--- config.mk ---
export PLATFORM = sky130hd
export DESIGN_NAME = video_mixer_flat
export DESIGN_NICKNAME = d
export VERILOG_FILES = /design/src/rtl/video_pkg.sv /design/src/rtl/video_mixer_if.sv /design/src/rtl/video_pos_counter.sv /design/src/rtl/video_mixer.sv /design/src/flat_wrapper.sv
export SDC_FILE = /design/constraint.sdc
export NUM_CORES = 1
export LEC_CHECK = 0
export CORE_MARGIN = 5
export CORE_UTILIZATION = 55
export CTS_BUF_LIST = sky130_fd_sc_hd__clkbuf_16
export CTS_CLUSTER_DIAMETER = 150
export CTS_CLUSTER_SIZE = 14
export DETAILED_ROUTE_END_ITERATION = 6
export GPL_ROUTABILITY_DRIVEN = 1
export PLACE_DENSITY = 0.79
export SLEW_MARGIN = 20
export SYNTH_ARGS = -nofsm -noshare
export SYNTH_HDL_FRONTEND = slang
export SYNTH_HIERARCHICAL = 1
export SYNTH_SLANG_ARGS = --single-unit
--- constraint.sdc ---
create_clock -name clk -period 2 [get_ports clk]
set_clock_uncertainty 0.15 [all_clocks]
set_input_delay 0.4 -clock clk [delete_from_list [all_inputs] [get_ports clk]]
set_output_delay 0.4 -clock clk [all_outputs]
set_load 0.01 [all_outputs]
--- src/rtl/video_pkg.sv ---
// video_pkg: shared types for the video mixer.
//   mode_e         - per-frame output mode encodings
//   rgb565_t       - camera / internal colour word {r5,g6,b5}
//   rgb888_t       - TMDS-side colour {r8,g8,b8}
//   rgb565_to_888  - channel expansion by MSB replication
package video_pkg;

  typedef enum logic [1:0] {
    MODE_SPLIT = 2'd0,
    MODE_BARS  = 2'd1,
    MODE_CAM   = 2'd2,
    MODE_RAMP  = 2'd3
  } mode_e;

  typedef logic [15:0] rgb565_t;

  typedef struct packed {
    logic [7:0] r;
    logic [7:0] g;
    logic [7:0] b;
  } rgb888_t;

  // Replicating the top bits keeps full-scale at 8'hFF and zero at 8'h00.
  function automatic rgb888_t rgb565_to_888(rgb565_t c);
    rgb888_t o;
    o.r = {c[15:11], c[15:13]};
    o.g = {c[10:5],  c[10:9]};
    o.b = {c[4:0],   c[4:2]};
    return o;
  endfunction

endpackage

--- src/rtl/video_mixer_if.sv ---
// video_mixer_if: timing-generator inputs, camera pixel, control and the
// delay-matched RGB888 stream towards the TMDS encoder.
//   master - drives hs_i/vs_i/de_i/cam_rgb/mode_sel/err_clr, observes outputs
//   slave  - the mixer: consumes the inputs, drives hs_o/vs_o/de_o/r_o/g_o/b_o,
//            mode_cur and line_err
interface video_mixer_if;
  import video_pkg::*;

  logic       hs_i;
  logic       vs_i;
  logic       de_i;
  rgb565_t    cam_rgb;
  logic [1:0] mode_sel;
  logic       err_clr;
  logic       hs_o;
  logic       vs_o;
  logic       de_o;
  logic [7:0] r_o;
  logic [7:0] g_o;
  logic [7:0] b_o;
  logic [1:0] mode_cur;
  logic       line_err;

  modport master (
    output hs_i, vs_i, de_i, cam_rgb, mode_sel, err_clr,
    input  hs_o, vs_o, de_o, r_o, g_o, b_o, mode_cur, line_err
  );

  modport slave (
    input  hs_i, vs_i, de_i, cam_rgb, mode_sel, err_clr,
    output hs_o, vs_o, de_o, r_o, g_o, b_o, mode_cur, line_err
  );
endinterface

--- src/rtl/video_pos_counter.sv ---
// video_pos_counter: active-area position tracking derived from de/vs.
//   clk, rst_n   - pixel clock, asynchronous active-low reset
//   vs_i, de_i   - timing generator vertical sync and data enable
//   err_clr_i    - single-cycle clear of line_err_o
//   x_hi_o       - x[10:5] of the pixel now in stage 1 (x saturates at H_ACTIVE-1)
//   y_o          - active line index, saturates at V_ACTIVE-1
//   bar_idx_o    - colour-bar index 0..15 of the pixel in stage 1
//   vs_lead_o    - vs_i is entering its active level this cycle
//   line_err_o   - sticky: some line had a de run length other than H_ACTIVE
module video_pos_counter #(
  parameter int unsigned H_ACTIVE = 1280,
  parameter int unsigned V_ACTIVE = 720,
  parameter int unsigned BAR_W    = 80,
  parameter logic        VS_POL   = 1'b1
) (
  input  logic        clk,
  input  logic        rst_n,
  input  logic        vs_i,
  input  logic        de_i,
  input  logic        err_clr_i,
  output logic [5:0]  x_hi_o,
  output logic [10:0] y_o,
  output logic [3:0]  bar_idx_o,
  output logic        vs_lead_o,
  output logic        line_err_o
);

  logic        de_q, vs_q;
  logic [10:0] x_q, x_d;
  logic [10:0] y_q, y_d;
  logic [10:0] bar_cnt_q, bar_cnt_d;
  logic [3:0]  bar_idx_q, bar_idx_d;
  logic [11:0] run_q, run_d;
  logic        err_q, err_d;
  logic        de_fall, vs_lead;

  assign vs_lead = (vs_i == VS_POL) && (vs_q != VS_POL);
  assign de_fall = de_q && !de_i;

  always_comb begin
    x_d       = '0;
    bar_cnt_d = '0;
    bar_idx_d = '0;
    // First de cycle of a line leaves everything at 0.
    if (de_i && de_q) begin
      x_d = (x_q == 11'(H_ACTIVE - 1)) ? x_q : x_q + 11'd1;
      if (bar_cnt_q == 11'(BAR_W - 1)) begin
        bar_cnt_d = '0;
        bar_idx_d = (bar_idx_q == 4'd15) ? bar_idx_q : bar_idx_q + 4'd1;
      end else begin
        bar_cnt_d = bar_cnt_q + 11'd1;
        bar_idx_d = bar_idx_q;
      end
    end

    // At a de falling edge run_q holds the full length of the line just ended.
    run_d = de_i ? run_q + 12'd1 : '0;

    y_d = y_q;
    if (vs_lead) begin
      y_d = '0;
    end else if (de_fall && (y_q != 11'(V_ACTIVE - 1))) begin
      y_d = y_q + 11'd1;
    end

    err_d = err_q;
    if (err_clr_i) begin
      err_d = 1'b0;
    end
    if (de_fall && (run_q != 12'(H_ACTIVE))) begin
      err_d = 1'b1;
    end
  end

  always_ff @(posedge clk or negedge rst_n) begin
    if (!rst_n) begin
      de_q      <= 1'b0;
      vs_q      <= 1'b0;
      x_q       <= '0;
      y_q       <= '0;
      bar_cnt_q <= '0;
      bar_idx_q <= '0;
      run_q     <= '0;
      err_q     <= 1'b0;
    end else begin
      de_q      <= de_i;
      vs_q      <= vs_i;
      x_q       <= x_d;
      y_q       <= y_d;
      bar_cnt_q <= bar_cnt_d;
      bar_idx_q <= bar_idx_d;
      run_q     <= run_d;
      err_q     <= err_d;
    end
  end

  assign x_hi_o     = x_q[10:5];
  assign y_o        = y_q;
  assign bar_idx_o  = bar_idx_q;
  assign vs_lead_o  = vs_lead;
  assign line_err_o = err_q;

endmodule

--- src/rtl/video_mixer.sv ---
// video_mixer: two-stage pixel pipeline between timing generator and TMDS.
//   clk, rst_n - pixel clock, asynchronous active-low reset
//   vid        - video_mixer_if.slave: hs_i/vs_i/de_i/cam_rgb/mode_sel/err_clr in;
//                hs_o/vs_o/de_o (2-cycle delayed), r_o/g_o/b_o (RGB888),
//                mode_cur (mode latched at vs leading edge), line_err out
// Stage 1 registers sync, camera pixel and position; stage 2 registers the
// selected, expanded colour (forced to 0 outside de).
module video_mixer
  import video_pkg::*;
#(
  parameter int unsigned H_ACTIVE = 1280,
  parameter int unsigned V_ACTIVE = 720,
  parameter int unsigned SPLIT_Y  = 360,
  parameter int unsigned BAR_W    = 80,
  parameter logic        VS_POL   = 1'b1
) (
  input  logic           clk,
  input  logic           rst_n,
  video_mixer_if.slave   vid
);

  logic        hs1_q, vs1_q, de1_q;
  rgb565_t     cam1_q;
  logic        hs2_q, vs2_q, de2_q;
  rgb888_t     pix2_q, pix_d;
  mode_e       mode_q, mode_d;
  logic [5:0]  x_hi;
  logic [10:0] y;
  logic [3:0]  bar_idx;
  logic        vs_lead;
  rgb565_t     bar_c, ramp_c, sel_c;

  video_pos_counter #(
    .H_ACTIVE (H_ACTIVE),
    .V_ACTIVE (V_ACTIVE),
    .BAR_W    (BAR_W),
    .VS_POL   (VS_POL)
  ) u_pos (
    .clk        (clk),
    .rst_n      (rst_n),
    .vs_i       (vid.vs_i),
    .de_i       (vid.de_i),
    .err_clr_i  (vid.err_clr),
    .x_hi_o     (x_hi),
    .y_o        (y),
    .bar_idx_o  (bar_idx),
    .vs_lead_o  (vs_lead),
    .line_err_o (vid.line_err)
  );

  // Mode only moves at the frame boundary, so a frame is never mixed.
  always_comb begin
    mode_d = mode_q;
    if (vs_lead) begin
      mode_d = mode_e'(vid.mode_sel);
    end
  end

  always_comb begin
    bar_c  = rgb565_t'(16'h8000 >> bar_idx);
    ramp_c = {x_hi[5:1], x_hi, x_hi[5:1]};
    case (mode_q)
      MODE_SPLIT: sel_c = (y > 11'(SPLIT_Y)) ? cam1_q : bar_c;
      MODE_BARS:  sel_c = bar_c;
      MODE_CAM:   sel_c = cam1_q;
      default:    sel_c = ramp_c;
    endcase
    pix_d = de1_q ? rgb565_to_888(sel_c) : '0;
  end

  always_ff @(posedge clk or negedge rst_n) begin
    if (!rst_n) begin
      hs1_q  <= 1'b0;
      vs1_q  <= 1'b0;
      de1_q  <= 1'b0;
      cam1_q <= '0;
      hs2_q  <= 1'b0;
      vs2_q  <= 1'b0;
      de2_q  <= 1'b0;
      pix2_q <= '0;
      mode_q <= MODE_SPLIT;
    end else begin
      hs1_q  <= vid.hs_i;
      vs1_q  <= vid.vs_i;
      de1_q  <= vid.de_i;
      cam1_q <= vid.cam_rgb;
      hs2_q  <= hs1_q;
      vs2_q  <= vs1_q;
      de2_q  <= de1_q;
      pix2_q <= pix_d;
      mode_q <= mode_d;
    end
  end

  assign vid.hs_o     = hs2_q;
  assign vid.vs_o     = vs2_q;
  assign vid.de_o     = de2_q;
  assign vid.r_o      = pix2_q.r;
  assign vid.g_o      = pix2_q.g;
  assign vid.b_o      = pix2_q.b;
  assign vid.mode_cur = mode_q;

endmodule

--- src/flat_wrapper.sv ---
// flat-port wrapper written by rule: the top's interface ports become plain ports
module video_mixer_flat import video_pkg::*;
#(
  parameter int unsigned H_ACTIVE = 1280,
  parameter int unsigned V_ACTIVE = 720,
  parameter int unsigned SPLIT_Y  = 360,
  parameter int unsigned BAR_W    = 80,
  parameter logic        VS_POL   = 1'b1
)
  (clk, rst_n, vid_hs_i, vid_vs_i, vid_de_i, vid_cam_rgb, vid_mode_sel, vid_err_clr, vid_hs_o, vid_vs_o, vid_de_o, vid_r_o, vid_g_o, vid_b_o, vid_mode_cur, vid_line_err);
  video_mixer_if vid_i ();
  input  logic clk;
  input  logic rst_n;
  input wire logic [$bits(vid_i.hs_i)-1:0] vid_hs_i;
  input wire logic [$bits(vid_i.vs_i)-1:0] vid_vs_i;
  input wire logic [$bits(vid_i.de_i)-1:0] vid_de_i;
  input wire logic [$bits(vid_i.cam_rgb)-1:0] vid_cam_rgb;
  input wire logic [$bits(vid_i.mode_sel)-1:0] vid_mode_sel;
  input wire logic [$bits(vid_i.err_clr)-1:0] vid_err_clr;
  output wire logic [$bits(vid_i.hs_o)-1:0] vid_hs_o;
  output wire logic [$bits(vid_i.vs_o)-1:0] vid_vs_o;
  output wire logic [$bits(vid_i.de_o)-1:0] vid_de_o;
  output wire logic [$bits(vid_i.r_o)-1:0] vid_r_o;
  output wire logic [$bits(vid_i.g_o)-1:0] vid_g_o;
  output wire logic [$bits(vid_i.b_o)-1:0] vid_b_o;
  output wire logic [$bits(vid_i.mode_cur)-1:0] vid_mode_cur;
  output wire logic [$bits(vid_i.line_err)-1:0] vid_line_err;
  assign vid_i.hs_i = vid_hs_i;
  assign vid_i.vs_i = vid_vs_i;
  assign vid_i.de_i = vid_de_i;
  assign vid_i.cam_rgb = vid_cam_rgb;
  assign vid_i.mode_sel = vid_mode_sel;
  assign vid_i.err_clr = vid_err_clr;
  assign vid_hs_o = vid_i.hs_o;
  assign vid_vs_o = vid_i.vs_o;
  assign vid_de_o = vid_i.de_o;
  assign vid_r_o = vid_i.r_o;
  assign vid_g_o = vid_i.g_o;
  assign vid_b_o = vid_i.b_o;
  assign vid_mode_cur = vid_i.mode_cur;
  assign vid_line_err = vid_i.line_err;
  video_mixer #(.H_ACTIVE(H_ACTIVE), .V_ACTIVE(V_ACTIVE), .SPLIT_Y(SPLIT_Y), .BAR_W(BAR_W), .VS_POL(VS_POL)) u_core (.clk(clk), .rst_n(rst_n), .vid(vid_i));
endmodule
==> implementation parameters <==
Parameter                              Value

Die
  Floorplan row count    32
  Die Outline Area    9540 sq um
  Chip Width    97.7 um
  Initial core utilization    0.556
  Chip height    97.7 um
  Core ar.    7610 sq um
  Top-level I/O count    54

Drt
  Drt wl/cell    16.3 um
  DRC Markers    0
  Final routed wirelength across all metal layers    9180 um
  Routed vias/inst    5.78
  Detailed-routing iteration count for the pre-antenna-repair pass    5
  Total number of vias    3,268
  Drt initial violations    171
  Number of antenna-violating nets in the routed design    0

Global route
  All-layer global routing usage    0.198
  Antenna violations before repair    0
  Grt ovf    0
  GR peak layer    met2
  Met1 track demand over resource    0.250
  Vias in the first global route    3,260
  Met2 demand-to-capacity share in global routing    0.328
  Global-route wire length before repair    15,400 um
  Pin count of the biggest net entering global routing    42
  GR Layer Usage met3    0.0459

Finish
  Post-Route Utilization    0.685
  Most frequent cells in the layout    sky130_fd_sc_hd__dfrtp_1 (91), sky130_fd_sc_hd__clkdlybuf4s50_1 (52), sky130_fd_sc_hd__nor2_1 (36)
  Nets    488
  Number of antenna diodes    0
  Proportion of layout cells with a drive suffix above 1    0.102
  Area Growth Syn to Fin    23.2%
  Most common cell after layout, fill and taps aside    sky130_fd_sc_hd__dfrtp_1

Clocking
  CTS clock-pin slew for the worst setup and hold paths    70 ps
  Clock tree from TritonCTS    yes
  Number of buffers created by CTS    9
  Clock sink total    92
  Clock Latency Late Sink    330 ps
  Clock root buffer master    sky130_fd_sc_hd__clkbuf_16
  CTS HTree Levels    3
  Number of buffers on the longest clock path    2

Yosys
  Proportion of synthesized flip-flops having asynchronous set or reset    1.00
  Syn nets    429
  Cell count after synthesis    399
  Number of enable-type register cells in the synthesized netlist    0
  Synthesized flop and latch total    92
  Distinct cell type count after synthesis    55
  Mapped cell area    4230 sq um
  Average cell area after synthesis    10.6 sq um
  Proportion of synthesized chip area in sequential cells    0.545
  Predominant post-synthesis flop cell    sky130_fd_sc_hd__dfrtp_1
  Synthesis Warnings    6

Timing
  Shortest clock period the worst path allows after layout    2000 ps
  Hold Vio Cnt, Final    0
  Smallest setup slack after layout    -3.11 ps
  Achievable frequency    0.499 GHz
  Count of endpoints failing setup in the final report    1
  Slew at the pin with the worst max-slew slack    579 ps
  Number of pins with negative max-slew slack in the final report    0
  Slew HR    0.611
  Final period util    1.00

Power and ir drop
  Areal power density over the cells    794 nW/um^2
  Overall power consumption    4.13 mW
  Leak    2.16 nW
  Maximum VDD drop    0.587 mV

Critical path
  Startpoint type of the worst setup path    flip-flop
  Worst Path Required    2050 ps
  Critical Path AT    2060 ps
  Kind of end point of the critical path    flip-flop
  Critical Path Fanout Max    6
  Worst Setup Path Type    flip-flop to flip-flop

Run status
  Violations in the final reports    setup timing
  Result of the run    finished with violations

Placement
  Post-Place Setup Slack    26.5 ps
  Hpwl dp    6240 um
  Port Buffer Count    53
  Final weighted congestion in routability-driven placement    0.846

Min path
  Worst min-delay path category    flip-flop to flip-flop

Job
  Number of max-capacitance violations reported    0
sequential cells by signal, indices dropped and copies added, names as in the netlist, 2 cells and up:
register / flops
u_core/cam1_q: 16
u_core/u_pos/bar_cnt_q: 11
u_core/u_pos/bar_idx_o: 4
u_core/u_pos/run_q: 12
u_core/u_pos/x_q: 11
u_core/u_pos/y_o: 11
u_core/vid.b_o: 5
u_core/vid.g_o: 6
u_core/vid.mode_cur: 2
u_core/vid.r_o: 5
report_power, final:
| part | internal, mW | total (mW) | switching, mW |
|---|---|---|---|
| combinational | 0.235 | 0.457 | 0.222 |
| clock | 0.976 | 1.67 | 0.695 |
| sequential | 1.94 | 2.01 | 0.0643 |
metal layers:
metal  share of wire  vias up  wire length [um]
li1                -     1528                 -
met1            0.41     1610              3810
met2            0.51      103              4710
met3           0.049       27               451
met4           0.023        0               214
met5               0        -                 0
final cells by class:
class / instances / area (sq um)
Fill cell: 570 / 2400
Sequential cell: 92 / 2300
Multi-Input combinational cell: 270 / 1720
Timing Repair Buffer: 70 / 696
Clock buffer: 9 / 225
Tap cell: 102 / 128
Clock inverter: 7 / 75.1
Inverter: 15 / 56.3
final timing paths:
path | start | endpoint | slack [ps] | cells after the start
max | u_core/u_pos/x_q[0]$_DFFE_PN0P_ | u_core/u_pos/x_q[0]$_DFFE_PN0P_ | -3 | 5
min | u_core/hs1_q$_DFF_PN0_ | u_core/vid.hs_o$_DFF_PN0_ | 200 | 0
max reg2reg | u_core/u_pos/x_q[0]$_DFFE_PN0P_ | u_core/u_pos/x_q[0]$_DFFE_PN0P_ | -3 | 5
min reg2reg | u_core/hs1_q$_DFF_PN0_ | u_core/vid.hs_o$_DFF_PN0_ | 200 | 0
max in group asynchronous | rst_n | u_core/vid.mode_cur[0]$_DFFE_PN0P_ | 740 | 3
min in group asynchronous | rst_n | u_core/u_pos/bar_cnt_q[3]$_DFF_PN0_ | 440 | 2
per-stage QoR:
stage	hold slack [ps]	setup TNS, ps	instance area, sq um	std cells
CTS	209	0	5170	561
finish	204	-3.11	5210	565
floorplan	-45.6	0	4230	399
global route	215	-291	5210	565
detailed placement	194	0	4860	544
global placement	184	0	4860	544
cell families after synthesis:
family	count (synthesis)	share of synthesized area
xor+xnor	28	0.0580
simple gates	164	0.212
mux	7	0.0169
compound gates	65	0.103
buf+inv	37	0.0480
fa+ha+maj	6	0.0178
flops	92	0.545
critical path: stages (launching register included):
cell	delay, ps
sky130_fd_sc_hd__dfrtp_1	420
sky130_fd_sc_hd__ha_2	250
sky130_fd_sc_hd__nand4_1	260
sky130_fd_sc_hd__or3_1	510
sky130_fd_sc_hd__xnor2_1	210
sky130_fd_sc_hd__nor2_1	70
synth_stat cells, types with 2 or more instances:
| cell type | instances | share of area |
|---|---|---|
| sky130_fd_sc_hd__a211oi_2 | 2 | 0.0059 |
| sky130_fd_sc_hd__clkbuf_1 | 4 | 0.0036 |
| sky130_fd_sc_hd__o32ai_1 | 5 | 0.010 |
| sky130_fd_sc_hd__a41oi_1 | 2 | 0.0041 |
| sky130_fd_sc_hd__a21oi_1 | 10 | 0.012 |
| sky130_fd_sc_hd__mux2i_1 | 6 | 0.014 |
| sky130_fd_sc_hd__nor4_1 | 4 | 0.0059 |
| sky130_fd_sc_hd__nor4b_1 | 2 | 0.0041 |
| sky130_fd_sc_hd__nor3_1 | 19 | 0.022 |
| sky130_fd_sc_hd__or3_1 | 5 | 0.0074 |
| sky130_fd_sc_hd__a31oi_1 | 9 | 0.013 |
| sky130_fd_sc_hd__nand2_1 | 28 | 0.025 |
| sky130_fd_sc_hd__nand2b_1 | 4 | 0.0059 |
| sky130_fd_sc_hd__nand4_1 | 11 | 0.016 |
| sky130_fd_sc_hd__o21bai_1 | 2 | 0.0036 |
| sky130_fd_sc_hd__and2_1 | 13 | 0.019 |
| sky130_fd_sc_hd__xnor2_1 | 21 | 0.044 |
| sky130_fd_sc_hd__inv_1 | 14 | 0.012 |
| sky130_fd_sc_hd__nor2_1 | 36 | 0.032 |
| sky130_fd_sc_hd__o22ai_1 | 4 | 0.0059 |
| sky130_fd_sc_hd__nand3_1 | 17 | 0.020 |
| sky130_fd_sc_hd__nor2b_1 | 5 | 0.0074 |
| sky130_fd_sc_hd__ha_1 | 6 | 0.018 |
| sky130_fd_sc_hd__buf_2 | 2 | 0.0024 |
| sky130_fd_sc_hd__and3_1 | 5 | 0.0074 |
| sky130_fd_sc_hd__buf_4 | 14 | 0.025 |
| sky130_fd_sc_hd__o21a_1 | 4 | 0.0071 |
| sky130_fd_sc_hd__a211oi_1 | 3 | 0.0053 |
| sky130_fd_sc_hd__xor2_1 | 7 | 0.015 |
| sky130_fd_sc_hd__o31ai_1 | 2 | 0.0036 |
| sky130_fd_sc_hd__o21ai_0 | 17 | 0.020 |
| sky130_fd_sc_hd__dfrtp_1 | 92 | 0.54 |
| sky130_fd_sc_hd__and4_1 | 2 | 0.0041 |
timing repair:
item                       4_1_cts  5_1_grt
resized for setup                1        1
pin swaps                        0        1
hold endpoints to repair        38        0
buffers inserted                 0        4
hold buffers                     1        0
setup endpoints to repair        1        4
No activity file was read; power rests on OpenSTA's default activity.
